`src/rtl/serial_word_pkg.sv`:
```
// -----------------------------------------------------------------------------
// serial_word_pkg
// Shared definitions for the serial word deframer:
//   DEF_WORD_W / DEF_ADDR_W : default word and word-index widths
//   PAT_EVEN / PAT_ODD      : test pattern expected at even / odd word indices
//   ERR_W                   : width of the saturating mismatch counter
//   expected_word()         : pattern lookup by word-index parity
// -----------------------------------------------------------------------------
package serial_word_pkg;

  localparam int DEF_WORD_W = 8;
  localparam int DEF_ADDR_W = 4;
  localparam int ERR_W      = 8;

  localparam logic [7:0] PAT_EVEN = 8'hCC;
  localparam logic [7:0] PAT_ODD  = 8'hAA;

  // Expected pattern word for a given word index parity.
  function automatic logic [7:0] expected_word(input logic idx_lsb);
    logic [7:0] pat;
    if (idx_lsb) begin
      pat = PAT_ODD;
    end else begin
      pat = PAT_EVEN;
    end
    return pat;
  endfunction

endpackage

```
`src/rtl/serial_word_shifter.sv`:
```
// -----------------------------------------------------------------------------
// serial_word_shifter
// LSB-first serial-to-parallel shifter with bit counter.
// Ports:
//   clk_i      : clock
//   clear_i    : synchronous active-high reset
//   sin_i      : serial data bit
//   sin_en_i   : bit strobe; sin_i is shifted in only when high
//   cand_o     : word that would be complete if this is the last bit
//                ({sin_i, sr[WORD_W-1:1]})
//   done_o     : completion strobe, high when the last bit of a word is
//                being sampled this cycle
// -----------------------------------------------------------------------------
module serial_word_shifter
  import serial_word_pkg::*;
#(
  parameter int WORD_W = DEF_WORD_W
) (
  input  logic              clk_i,
  input  logic              clear_i,
  input  logic              sin_i,
  input  logic              sin_en_i,
  output logic [WORD_W-1:0] cand_o,
  output logic              done_o
);

  localparam int              CNT_W = (WORD_W > 1) ? $clog2(WORD_W) : 1;
  localparam logic [CNT_W-1:0] LAST = CNT_W'(WORD_W - 1);

  logic [WORD_W-1:0] sr_q, sr_d;
  logic [CNT_W-1:0]  cnt_q, cnt_d;

  // Candidate word and completion are combinational so the top can register
  // the finished word on the same edge that samples its last bit.
  assign cand_o = {sin_i, sr_q[WORD_W-1:1]};
  assign done_o = sin_en_i && (cnt_q == LAST);

  // Next-state for shift register and bit counter; frozen while sin_en_i=0.
  always_comb begin
    sr_d  = sr_q;
    cnt_d = cnt_q;
    if (sin_en_i) begin
      sr_d = {sin_i, sr_q[WORD_W-1:1]};
      if (cnt_q == LAST) begin
        cnt_d = '0;
      end else begin
        cnt_d = cnt_q + CNT_W'(1);
      end
    end else begin
      sr_d  = sr_q;
      cnt_d = cnt_q;
    end
  end

  // State registers with synchronous clear.
  always_ff @(posedge clk_i) begin
    if (clear_i) begin
      sr_q  <= '0;
      cnt_q <= '0;
    end else begin
      sr_q  <= sr_d;
      cnt_q <= cnt_d;
    end
  end

endmodule

```
`src/rtl/serial_word_deframer.sv`:
```
// -----------------------------------------------------------------------------
// serial_word_deframer
// Reassembles LSB-first serial bits into words and presents each word with a
// running word index on a single-entry valid/ready output register.
// Optional pattern checker enabled by defining SERIAL_WORD_CHECK_EN: compares
// each completed word with CC (even index) / AA (odd index).
// Ports:
//   clk        : clock
//   clear      : synchronous active-high reset
//   sin        : serial data bit
//   sin_en     : bit strobe
//   word_out   : assembled word (LSB = first bit received)
//   word_addr  : index of word_out, counted from 0 since clear
//   word_valid : word_out/word_addr hold a word
//   word_ready : consumer accepts when word_valid && word_ready
//   overflow   : sticky, a completed word was dropped
//   mismatch   : one-cycle pulse with a newly loaded word that is not the
//                expected pattern (checker builds only, else 0)
//   err_cnt    : saturating mismatch count (checker builds only, else 0)
// -----------------------------------------------------------------------------
module serial_word_deframer
  import serial_word_pkg::*;
#(
  parameter int WORD_W = DEF_WORD_W,
  parameter int ADDR_W = DEF_ADDR_W
) (
  input  logic              clk,
  input  logic              clear,
  input  logic              sin,
  input  logic              sin_en,
  output logic [WORD_W-1:0] word_out,
  output logic [ADDR_W-1:0] word_addr,
  output logic              word_valid,
  input  logic              word_ready,
  output logic              overflow,
  output logic              mismatch,
  output logic [ERR_W-1:0]  err_cnt
);

  logic [WORD_W-1:0] cand_s;
  logic              done_s;
  logic              load_s;
  logic              drop_s;

  logic [ADDR_W-1:0] wcnt_q, wcnt_d;
  logic [WORD_W-1:0] word_q, word_d;
  logic [ADDR_W-1:0] addr_q, addr_d;
  logic              valid_q, valid_d;
  logic              ovf_q, ovf_d;

  serial_word_shifter #(
    .WORD_W (WORD_W)
  ) u_shifter (
    .clk_i    (clk),
    .clear_i  (clear),
    .sin_i    (sin),
    .sin_en_i (sin_en),
    .cand_o   (cand_s),
    .done_o   (done_s)
  );

  // A completed word loads if the holder is empty or being drained this
  // cycle; otherwise it is lost.
  assign load_s = done_s && (!valid_q || word_ready);
  assign drop_s = done_s && valid_q && !word_ready;

  // Next-state for word counter, output holder and overflow flag.
  always_comb begin
    wcnt_d  = wcnt_q;
    word_d  = word_q;
    addr_d  = addr_q;
    valid_d = valid_q;
    ovf_d   = ovf_q | drop_s;
    if (done_s) begin
      // Index advances even for dropped words so the gap is visible.
      wcnt_d = wcnt_q + ADDR_W'(1);
    end else begin
      wcnt_d = wcnt_q;
    end
    if (load_s) begin
      word_d  = cand_s;
      addr_d  = wcnt_q;
      valid_d = 1'b1;
    end else if (valid_q && word_ready) begin
      valid_d = 1'b0;
    end else begin
      valid_d = valid_q;
    end
  end

  // Output holder, word counter and overflow registers.
  always_ff @(posedge clk) begin
    if (clear) begin
      wcnt_q  <= '0;
      word_q  <= '0;
      addr_q  <= '0;
      valid_q <= 1'b0;
      ovf_q   <= 1'b0;
    end else begin
      wcnt_q  <= wcnt_d;
      word_q  <= word_d;
      addr_q  <= addr_d;
      valid_q <= valid_d;
      ovf_q   <= ovf_d;
    end
  end

  assign word_out   = word_q;
  assign word_addr  = addr_q;
  assign word_valid = valid_q;
  assign overflow   = ovf_q;

`ifdef SERIAL_WORD_CHECK_EN
  logic              bad_s;
  logic              mis_q, mis_d;
  logic [ERR_W-1:0]  err_q, err_d;
  logic [WORD_W-1:0] exp_s;

  assign exp_s = WORD_W'(expected_word(wcnt_q[0]));
  // Every completed word is checked, including ones that get dropped.
  assign bad_s = done_s && (cand_s != exp_s);

  // Mismatch pulse accompanies a load; counter saturates at all-ones.
  always_comb begin
    mis_d = load_s && bad_s;
    err_d = err_q;
    if (bad_s && (err_q != {ERR_W{1'b1}})) begin
      err_d = err_q + ERR_W'(1);
    end else begin
      err_d = err_q;
    end
  end

  // Checker registers.
  always_ff @(posedge clk) begin
    if (clear) begin
      mis_q <= 1'b0;
      err_q <= '0;
    end else begin
      mis_q <= mis_d;
      err_q <= err_d;
    end
  end

  assign mismatch = mis_q;
  assign err_cnt  = err_q;
`else
  assign mismatch = 1'b0;
  assign err_cnt  = '0;
`endif

endmodule
```
`config.mk`:
```
export PLATFORM = sky130hd
export DESIGN_NAME = serial_word_deframer
export DESIGN_NICKNAME = d
export VERILOG_FILES = /design/src/rtl/serial_word_pkg.sv /design/src/rtl/serial_word_shifter.sv /design/src/rtl/serial_word_deframer.sv
export SDC_FILE = /design/constraint.sdc
export NUM_CORES = 1
export LEC_CHECK = 0
export ABC_AREA = 1
export CAP_MARGIN = 30
export CORE_MARGIN = 1.5
export CORE_UTILIZATION = 48
export DETAILED_ROUTE_END_ITERATION = 6
export GPL_TIMING_DRIVEN = 0
export PLACE_DENSITY = 0.77
export SKIP_LAST_GASP = 1
export SLEW_MARGIN = 10
export SYNTH_ARGS = -nofsm -noshare
export SYNTH_HDL_FRONTEND = slang
export SYNTH_SLANG_ARGS = --single-unit
```
`constraint.sdc`:
```
create_clock -name clk -period 1.5 [get_ports clk]
set_input_delay 0.45 -clock clk [delete_from_list [all_inputs] [get_ports clk]]
set_output_delay 0.45 -clock clk [all_outputs]
set_load 0.03 [all_outputs]
```
# Word level (Yosys, flattened, before mapping)
# Cells that the tools add are included.
# classes
n_reduce_logical	9
muxes	3
add_sub_neg	2
n_bitwise	1
eq_ne	1
# ops
cell	count
1-bit logical AND	5
4-bit by 1-bit adder with 4-bit output, second input constant	1
3-bit by 1-bit adder with 3-bit output, second input constant	1
3-bit == test, second input constant	1
3-bit 2-to-1 mux	1
1-bit logical NOT	2
1-bit 2-to-1 mux	2
2-bit nonzero test	1
1-bit logical OR	1
1-bit OR	1
# totals
inputBits	5
word_cells	23
output_inout_bits	23
reg_bits	29

# Logic depth before layout (Yosys ltp)
# Gate-level depths: netlist (run 1).
# depth
depth_word	5
depth_mapped	8
depth_no_buf	7

# By module
# A second synthesis (run 1) with hierarchy kept.
# unflattened
cells_unflattened	167
hier_area_um2	1297.5
# by_module_without_submodules
mod	area_each_um2	cells_each	seq_area_each_um2	n_inst
serial_word_deframer	895.9	117	360.3	1
serial_word_shifter	401.6	50	200.2	1

# Worst setup path after synthesis (run 1)
# No wires, ideal clock.
# synth_path
path_kind	register to register
start	register u_shifter.cnt_q[0]
end	register ovf_q, in the netlist overflow
setup_ns	0.114
path_stages_with_launch	8
t_required_ns	1.386
arrival_ns	1.188
n_path_buf	1
path_slack_ns	0.198
synth_period_minus_slack_ns	1.302
path_cell_list	dfxtp_1 ha_1 ha_1 nand2_4 inv_2 buf_6 a21oi_1 nor2_1
# synth_between
elab_chain_cells	5
# synth_lines
element	line_no	text
start, declared	serial_word_shifter.sv:31	logic [CNT_W-1:0] cnt_q, cnt_d;
start signal, assigned	serial_word_shifter.sv:62	cnt_q <= cnt_d;
3-bit == test	serial_word_shifter.sv:36	assign done_o = sin_en_i && (cnt_q == LAST);
1-bit logical AND	serial_word_shifter.sv:36	
1-bit logical AND (2 in series)	serial_word_deframer.sv:65	assign drop_s = done_s && valid_q && !word_ready;
1-bit OR	serial_word_deframer.sv:73	ovf_d = ovf_q | drop_s;
end signal, assigned	serial_word_deframer.sv:104	ovf_q <= ovf_d;
end, declared	serial_word_deframer.sv:49	logic ovf_q, ovf_d;
# Every way passes these cells.
# A chain may end at the register's enable or synchronous reset.

# Final worst setup path (run 1)
# layout_path
start	register word_q[3], in the netlist word_out[3]
end	output port word_out[3]
# layout_lines
element	line_no	text
start, declared	serial_word_deframer.sv:46	logic [WORD_W-1:0] word_q, word_d;
start signal, assigned	serial_word_deframer.sv:101	word_q <= word_d;
end, declared	serial_word_deframer.sv:31	output logic [WORD_W-1:0] word_out,
# No word-level cell between the ends.

==> reports/results.ini, run 1 <==
[status]
outcome = complete, no violations

[synthesis]
synthSimpleGateAreaFrac = 0.271
synth_edf_count = 0
synthFlopType = dfxtp_1
synth_area_leaders = dfxtp_1, nor2_1, buf_4, nand2_1, o21ai_0
netlist_area_um2 = 1190
avgSynthCellArea_um2 = 7.80
synth_compound_area_frac = 0.0975
synthMuxAreaShare = 0
syn_inst = 153
synth_xor_area_frac = 0
yosysWarnings = 0
ys_seq_elements = 28
synth_top_area_cell = dfxtp_1
synth_cell_types = 19
yosys-top-cells-count = nor2_1, dfxtp_1, nand2_1
synth_top_area_share = 0.470
synth-seq-area-share = 0.470
synth_top_family_by_area = simple AND/OR/NAND/NOR gates
yosys.area_share.adder = 0.0314
yosysMostFrequentCell = nor2_1
synthArstFlopShare = 0

[setup_path]
cpLargestDelayFamily = flip-flops
r2r_start = u_shifter.cnt_q[1]$_SDFFE_PP0P_
worstPathArrival_ps = 990
r2r_end = word_out[5]$_SDFFE_PP0P_
crit_slowest_cell = dfxtp_1
cp-endpoint = word_out[3]
worstSetupStartpoint = word_out[3]$_SDFFE_PP0P_
reg2reg_slack_ps = 120
cp_num_buf_inv = 1
required_ps = 1050
cp_num_cells = 1
path_cells = clkdlybuf4s15_2
slowest_delay_ps = 360
startpoint_type = flop
worstPathMaxFanout = 2
critPathKind = reg -> out
worst-r2r-cell-count = 8
endpoint_kind = output port

[timing]
maxSlewViolCount = 0
skew_ps = 10.0
fin_crit_ps = 1440
timing.final.crit_share = 0.957
setup_tns_ps = 0
fmax_mhz = 697
whs_ps = 478
hold_violations = 0
rsz0062_at_grt = yes
finalSetupViolCount = 0

[routing]
num_vias = 989
firstDrtPassIters = 4
via_per_inst = 4.69
drt_iter0_markers = 17
wl_per_cell_um = 9.81
drt.antenna.violating_nets = 0
drcViolationCount = 0
wl_um = 2070

[pwr]
p_per_area_nw_per_um2 = 855
ir_worst_vdd_mv = 0.580
leakage_nw = 0.662

[floorplan]
initial_core_util = 0.524
die_h_um = 52.9
die_x_um = 52.9
die_area_um2 = 2790
boundaryPins = 28
core_area_um2 = 2280
rows = 17

[cells_and_area]
drive_gt1_frac = 0.213
syn_to_final_growth_pct = 23.8
antennaDiodeCount = 0
fin_nets = 192
fill_cells = 216

[global_routing]
grt_max_degree = 16
grt_overflow = 0
grt_pass1_vias = 879
grt_first_pass_wirelength_um = 3520
grt_use_total = 0.177
antenna_found_initial = 0

[clock_network]
clockBufferDepth = 2
insertion_delay_ps = 320
numCtsBuffers = 3
ctsHoldBuffers = 0
clk_pin_slew_worst_paths_ps = 150
cts-root-buf = clkbuf_4
post_cts_buffers = 0
cts_max_level = 1
cts_sinks = 28
cts_tree = yes

[placement]
port_buffers = 18
hpwl_um = 1660
gp_congestion = 0.799

[flow_run]
maxCapViolCount = 0

[hold_path]
hold_class = reg -> reg

state kept, by name, summed over array words and instances, names as in the netlist:
name             flops
overflow             1
u_shifter.cnt_q      3
u_shifter.sr_q       7
wcnt_q               4
word_addr            4
word_out             8
word_valid           1
worst min path at each step:
stage | startpoint | endpoint | slack, ps | depth (start not counted)
floorplan | u_shifter.sr_q[5]$_SDFFE_PP0P_ | u_shifter.sr_q[4]$_SDFFE_PP0P_ | 440 | 2
global placement | word_addr[3]$_SDFFE_PP0P_ | word_addr[3]$_SDFFE_PP0P_ | 450 | 2
detailed placement | u_shifter.sr_q[5]$_SDFFE_PP0P_ | u_shifter.sr_q[4]$_SDFFE_PP0P_ | 460 | 2
CTS | u_shifter.sr_q[5]$_SDFFE_PP0P_ | u_shifter.sr_q[4]$_SDFFE_PP0P_ | 480 | 2
global route | u_shifter.sr_q[5]$_SDFFE_PP0P_ | u_shifter.sr_q[4]$_SDFFE_PP0P_ | 500 | 2
finish | u_shifter.sr_q[6]$_SDFFE_PP0P_ | u_shifter.sr_q[5]$_SDFFE_PP0P_ | 480 | 2
layout make-up:
cell class,count,area (um2),area share
Buffer,15,110,0.0745
Clock buffer,4,36.3,0.0246
Inverter,11,41.3,0.0279
Multi-Input combinational cell,107,514,0.348
Sequential cell,28,562,0.380
Tap cell,28,35.0,0.0237
Timing Repair Buffer,18,179,0.121
layout by cell type, fill, tap and decap left out:
master / count
nand2_1: 18
clkbuf_4: 3
dfxtp_2: 1
nand3b_1: 7
clkbuf_8: 1
a21oi_1: 9
clkdlybuf4s15_2: 11
dfxtp_1: 27
o21ai_0: 11
clkbuf_2: 3
nor2_4: 1
o21a_1: 1
nand2_4: 1
a21oi_2: 1
buf_4: 9
nor3_1: 1
ha_1: 2
inv_1: 10
buf_2: 4
inv_2: 1
nor2_1: 39
nand3_1: 6
clkdlybuf4s50_1: 4
ha_2: 1
buf_6: 2
conb_1: 9
where the power goes:
| group | total, W | internal, W | switching (W) |
|---|---|---|---|
| Combinational | 0.000132 | 0.0000527 | 0.0000793 |
| Clock | 0.000358 | 0.000148 | 0.000209 |
| Sequential | 0.000774 | 0.000764 | 0.0000102 |
| Total | 0.00126 | 0.000965 | 0.000299 |
per-stage QoR:
stage	instances	setup WS [ps]	cell area, um2	power (W)	util
6_report	211	64.7	1480	0.00126	0.649
5_1_grt	211	-29.9	1480	0.00132	0.649
4_1_cts	211	0.869	1490	0.00128	0.654
3_5_place_dp	207	-197	1440	0.000922	0.632
3_3_place_gp	207	-203	1440	0.000918	0.632
2_1_floorplan	161	198	1220	0.000892	-
per-layer routing:
metal	up-vias	global-route usage	wire [um]
met3	4	0.0339	101
met5	-	0	0
li1	527	-	-
met1	434	0.190	884
met4	0	0.0769	31
met2	24	0.329	1050
what timing repair did:
item                       4_1_cts  5_1_grt
setup endpoints to repair       14       11
resized for setup               39        5
pin swaps                        0        0
cells by family (layout without fill, tap and decap cells):
family	after synthesis	in the layout
AOI/OAI and AO/OA	22	22
adders and majority gates	3	3
buffers and inverters	26	48
DFF	28	28
other	1	9
and+or+nand+nor	73	73
No activity file was read; power rests on OpenSTA's default activity.
==> run 2: changes to the inputs <==
--- a/config.mk
+++ b/config.mk
@@ -10,8 +10,8 @@
 export CORE_MARGIN = 1.5
 export CORE_UTILIZATION = 48
 export DETAILED_ROUTE_END_ITERATION = 6
-export GPL_TIMING_DRIVEN = 0
 export PLACE_DENSITY = 0.77
+export SKIP_CTS_REPAIR_TIMING = 1
 export SKIP_LAST_GASP = 1
 export SLEW_MARGIN = 10
 export SYNTH_ARGS = -nofsm -noshare
==> reports/results.ini, run 2 (synthesis results as in run 1) <==
[status]
outcome = complete, no violations

[cells_and_area]
stdcell_count = 201  ; -4.7%
layout_common_cells = nor2_1, dfxtp_1, nand2_1
syn_to_final_growth_pct = 22.3
drive_gt1_frac = 0.0809  ; -0.132
antennaDiodeCount = 0  ; unchanged
fin_nets = 182  ; -5.2%
layout_commonest_cell = nor2_1
largest_register_ffs = 8  ; unchanged

[floorplan]
initial_core_util = 0.524  ; unchanged
die_h_um = 52.9  ; unchanged
die_x_um = 52.9  ; unchanged
core_area_um2 = 2280  ; unchanged
boundaryPins = 28  ; unchanged
die_area_um2 = 2790  ; unchanged
rows = 17  ; unchanged

[clock_network]
numCtsBuffers = 3  ; unchanged
cts-root-buf = clkbuf_4
cts_sinks = 28  ; unchanged
insertion_delay_ps = 330  ; about the same
cts_max_level = 1  ; unchanged
cts_tree = yes
clk_pin_slew_worst_paths_ps = 150  ; about the same
clockBufferDepth = 2  ; unchanged

[timing]
hold_violations = 0  ; unchanged
timing.final.crit_share = 0.951  ; -0.00584
fmax_mhz = 701  ; +0.61%
fin_ws_ps = 73.5  ; +8.76 ps
finalSetupViolCount = 0  ; unchanged
skew_ps = 7.62  ; -2.42 ps
maxSlewViolCount = 0  ; unchanged
rsz0062_at_grt = yes
fin_crit_ps = 1430  ; -8.76 ps

[hold_path]
holdCritStartpoint = word_addr[2]$_SDFFE_PP0P_
hold_class = reg -> reg

[routing]
wl_per_cell_um = 10.0  ; +1.9%
firstDrtPassIters = 4  ; unchanged
num_vias = 940  ; -5.0%
via_per_inst = 4.68  ; -0.23%
wl_um = 2010  ; -2.9%
drcViolationCount = 0  ; unchanged
drt_iter0_markers = 10  ; -7
drt.antenna.violating_nets = 0  ; unchanged

[placement]
port_buffers = 18  ; unchanged
hpwl_um = 1450  ; -13%
gp_congestion = 0.707  ; -12%
dp_cells = 197  ; -4.8%
pre_cts_slack_ps = -261  ; -64.1 ps

[global_routing]
grt_max_degree = 25  ; +9
grt_pass1_vias = 868  ; -1.3%
grt_overflow = 0  ; unchanged
antenna_found_initial = 0  ; unchanged
grt_first_pass_wirelength_um = 3350  ; -4.9%
grt_use_total = 0.165  ; -0.0116

[setup_path]
worstPathMaxFanout = 2  ; unchanged
critPathKind = reg -> out
worstSetupStartpoint = overflow$_SDFF_PP0_
endpoint_kind = output port
startpoint_type = flop
r2r_start = u_shifter.cnt_q[0]$_SDFFE_PP0P_
required_ps = 1050  ; about the same
cpLargestDelayFamily = flip-flops
worstPathArrival_ps = 980  ; about the same
cp_num_buf_inv = 1  ; unchanged
slowest_delay_ps = 360  ; about the same
crit_slowest_cell = dfxtp_1
path_cells = dlymetal6s2s_1

[pwr]
finalPower_w = 0.00137  ; +8.8%
leakage_nw = 0.869  ; +31%
ir_worst_vdd_mv = 0.865  ; +49%
p_per_area_nw_per_um2 = 942  ; +10%

[flow_run]
maxCapViolCount = 0  ; unchanged

run 2: final cells by class:
cell class	instances	area, um2
Tap cell	28	35.0
Inverter	11	47.5
Multi-Input combinational cell	107	512
Fill cell	205	816
Clock buffer	3	22.5
Sequential cell	28	561
Timing Repair Buffer	23	253
Clock inverter	1	30.0
run 2: where the power goes:
| group | switching (W) | leakage [nW] | internal (W) |
|---|---|---|---|
| Sequential | 0.0000105 | 0.228 | 0.000764 |
| Combinational | 0.0000784 | 0.613 | 0.0000393 |
| Clock | 0.000213 | 0.0279 | 0.000270 |
run 2: metrics by stage:
step                      hold slack, ps  utilization  area, um2  TNS (ps)
after CTS                            483        0.623       1420     -4300
after global placement               450        0.600       1370     -4120
final                                478        0.642       1460         0
after detailed placement             458        0.600       1370     -4550
after global routing                 502        0.642       1460     -11.5
after floorplan                      441            -       1220         0
run 2: metal layers:
layer	vias to the layer above	wire, um	track usage
li1	504	-	-
met1	413	920	0.170
met2	21	962	0.315
met3	2	112	0.0593
met4	0	13	0.0342
met5	-	0	0
run 2: worst paths after layout:
path	cells past startpoint	to	slack [ps]
worst max-delay path	1	overflow	70
worst min-delay path	2	word_addr[2]$_SDFFE_PP0P_	480
worst max register to register	7	wcnt_q[2]$_SDFFE_PP0P_	170
worst min register to register	2	word_addr[2]$_SDFFE_PP0P_	480
==> patch (flow settings as in run 2) <==
`ERR_W`: 8 -> 10.
--- a/src/rtl/serial_word_pkg.sv
+++ b/src/rtl/serial_word_pkg.sv
@@ -10,7 +10,7 @@
 
   localparam int DEF_WORD_W = 8;
   localparam int DEF_ADDR_W = 4;
-  localparam int ERR_W      = 8;
+  localparam int ERR_W      = 10;
 
   localparam logic [7:0] PAT_EVEN = 8'hCC;
   localparam logic [7:0] PAT_ODD  = 8'hAA;
Interface: changed (resized err_cnt); port bits go from 28 to 30. No check against the original RTL was run, so the function may have changed too.
==> patch against run 2 <==
First-iteration DRC count is 140% higher. Synthesized area grew 1.3%. Worst setup slack lost 14 ps. Wire length increased by 3.2%. Count of clock-buffer cells in the layout did not move. Non-clock buffer count increased by 1. Highest routed layer is now met3. Critical endpoint is now word_out[3]. Sequential cell count stayed put. Cell area up 0.60%. Synthesized cell count grew 1.3%. Power rose by 1.6%. Fmax decreased by 1.0%.
==> patch: results <==
group,metric,value,unit
placed_design,placedCellCount,202,
global_routing,grt_pass1_wl,3420,um
routing,first_iter_violations,24,
timing,max_freq,0.694,GHz
critical_path,timing.rr.end,"word_out[3]$_SDFFE_PP0P_",
global_routing,grt_pass1_vias,822,
logic_synthesis,ys_top_cells_by_area,"dfxtp_1, nor2_1, buf_4",
cells_and_area,drive_gt1_frac,0.0909,
critical_path,r2r_setup_slack,110,ps
placed_design,dp_hpwl,1500,um
hold_path,hp-start,"word_addr[2]$_SDFFE_PP0P_",
critical_path,endpoint,"word_out[3]",
cells_and_area,fin_nets,185,
placed_design,place.gp.congestion,0.701,
cells_and_area,diodes,0,
clocking,worst_skew_pair.late_latency,330,ps
cells_and_area,fillers,229,
logic_synthesis,synth-seq-area-share,0.464,
global_routing,track_usage,0.166,
power_and_ir_drop,p_leak,0.854,nW
critical_path,critical_path.startpoint,"word_out[3]$_SDFFE_PP0P_",
power_and_ir_drop,pwr-share-seq,0.554,
critical_path,reg2reg_depth,7,
routing,drt-total-wl,2070,um
logic_synthesis,avgSynthCellArea,7.80,um2
routing,via_per_inst,4.55,
critical_path,critPathArrivalTime,990,ps
logic_synthesis,yosys-top-cells-count,"nor2_1, dfxtp_1, nand2_1, buf_4, o21ai_0",
power_and_ir_drop,irDropWorstVdd,0.772,mV
timing,whs,478,ps
placed_design,preCtsSetupSlack,-172,ps
power_and_ir_drop,p_sw_frac,0.228,
status,status,"complete, no violations",
clocking,clk_path_buf_depth,2,
timing,finalClockSkew,8.67,ps
routing,vias,937,
critical_path,max_stage_delay,360,ps
==> patch: cell count changes after synthesis, sizes merged <==
cell	before	now
buf	15	17
==> patch: power groups by stage <==
stage | Sequential, W | Combinational, W | Clock, W
global route | 0.000777 | 0.000145 | 0.000533
detailed placement | 0.000790 | 0.000129 | 0
finish | 0.000775 | 0.000129 | 0.000493
global placement | 0.000789 | 0.000126 | 0
floorplan | 0.000790 | 0.000112 | 0
CTS | 0.000774 | 0.000129 | 0.000498
==> patch: worst min-delay path: stages, from the launching register on <==
cell     delay (ps)
dfxtp_1         350
nor2_1           40
nor2_1           60
==> patch: kinds of logic after synthesis <==
family | share of synthesized area
simple gates | 0.268
flops | 0.464
buf+inv | 0.138
compound gates | 0.0963
other cells | 0.00310
fa+ha+maj | 0.0311
==> patch: cell type report <==
class | count | area (um2) | share of cell area
flip-flops and latches | 28 | 561 | 0.382
repair buffers | 24 | 258 | 0.175
well taps | 30 | 37.5 | 0.0256
inverters | 11 | 41.3 | 0.0281
multi-input cells | 109 | 519 | 0.353
clock buffers | 3 | 22.5 | 0.0153
clock inverters | 1 | 30.0 | 0.0204
==> patch: routing by layer <==
metal / share of wire / GRT usage / up-vias
met1: 0.45 / 0.189 / 406
met4: 0 / 0.0256 / 0
li1: - / - / 507
met2: 0.48 / 0.308 / 24
met3: 0.068 / 0.0508 / 0
met5: 0 / 0 / -
==> patch: metrics by stage <==
step	cell area [um2]	util	total power, W
2_1_floorplan	1250	-	0.000902
4_1_cts	1450	0.596	0.00140
3_3_place_gp	1400	0.574	0.000915
5_1_grt	1470	0.604	0.00146
6_report	1470	0.604	0.00140
3_5_place_dp	1400	0.574	0.000919
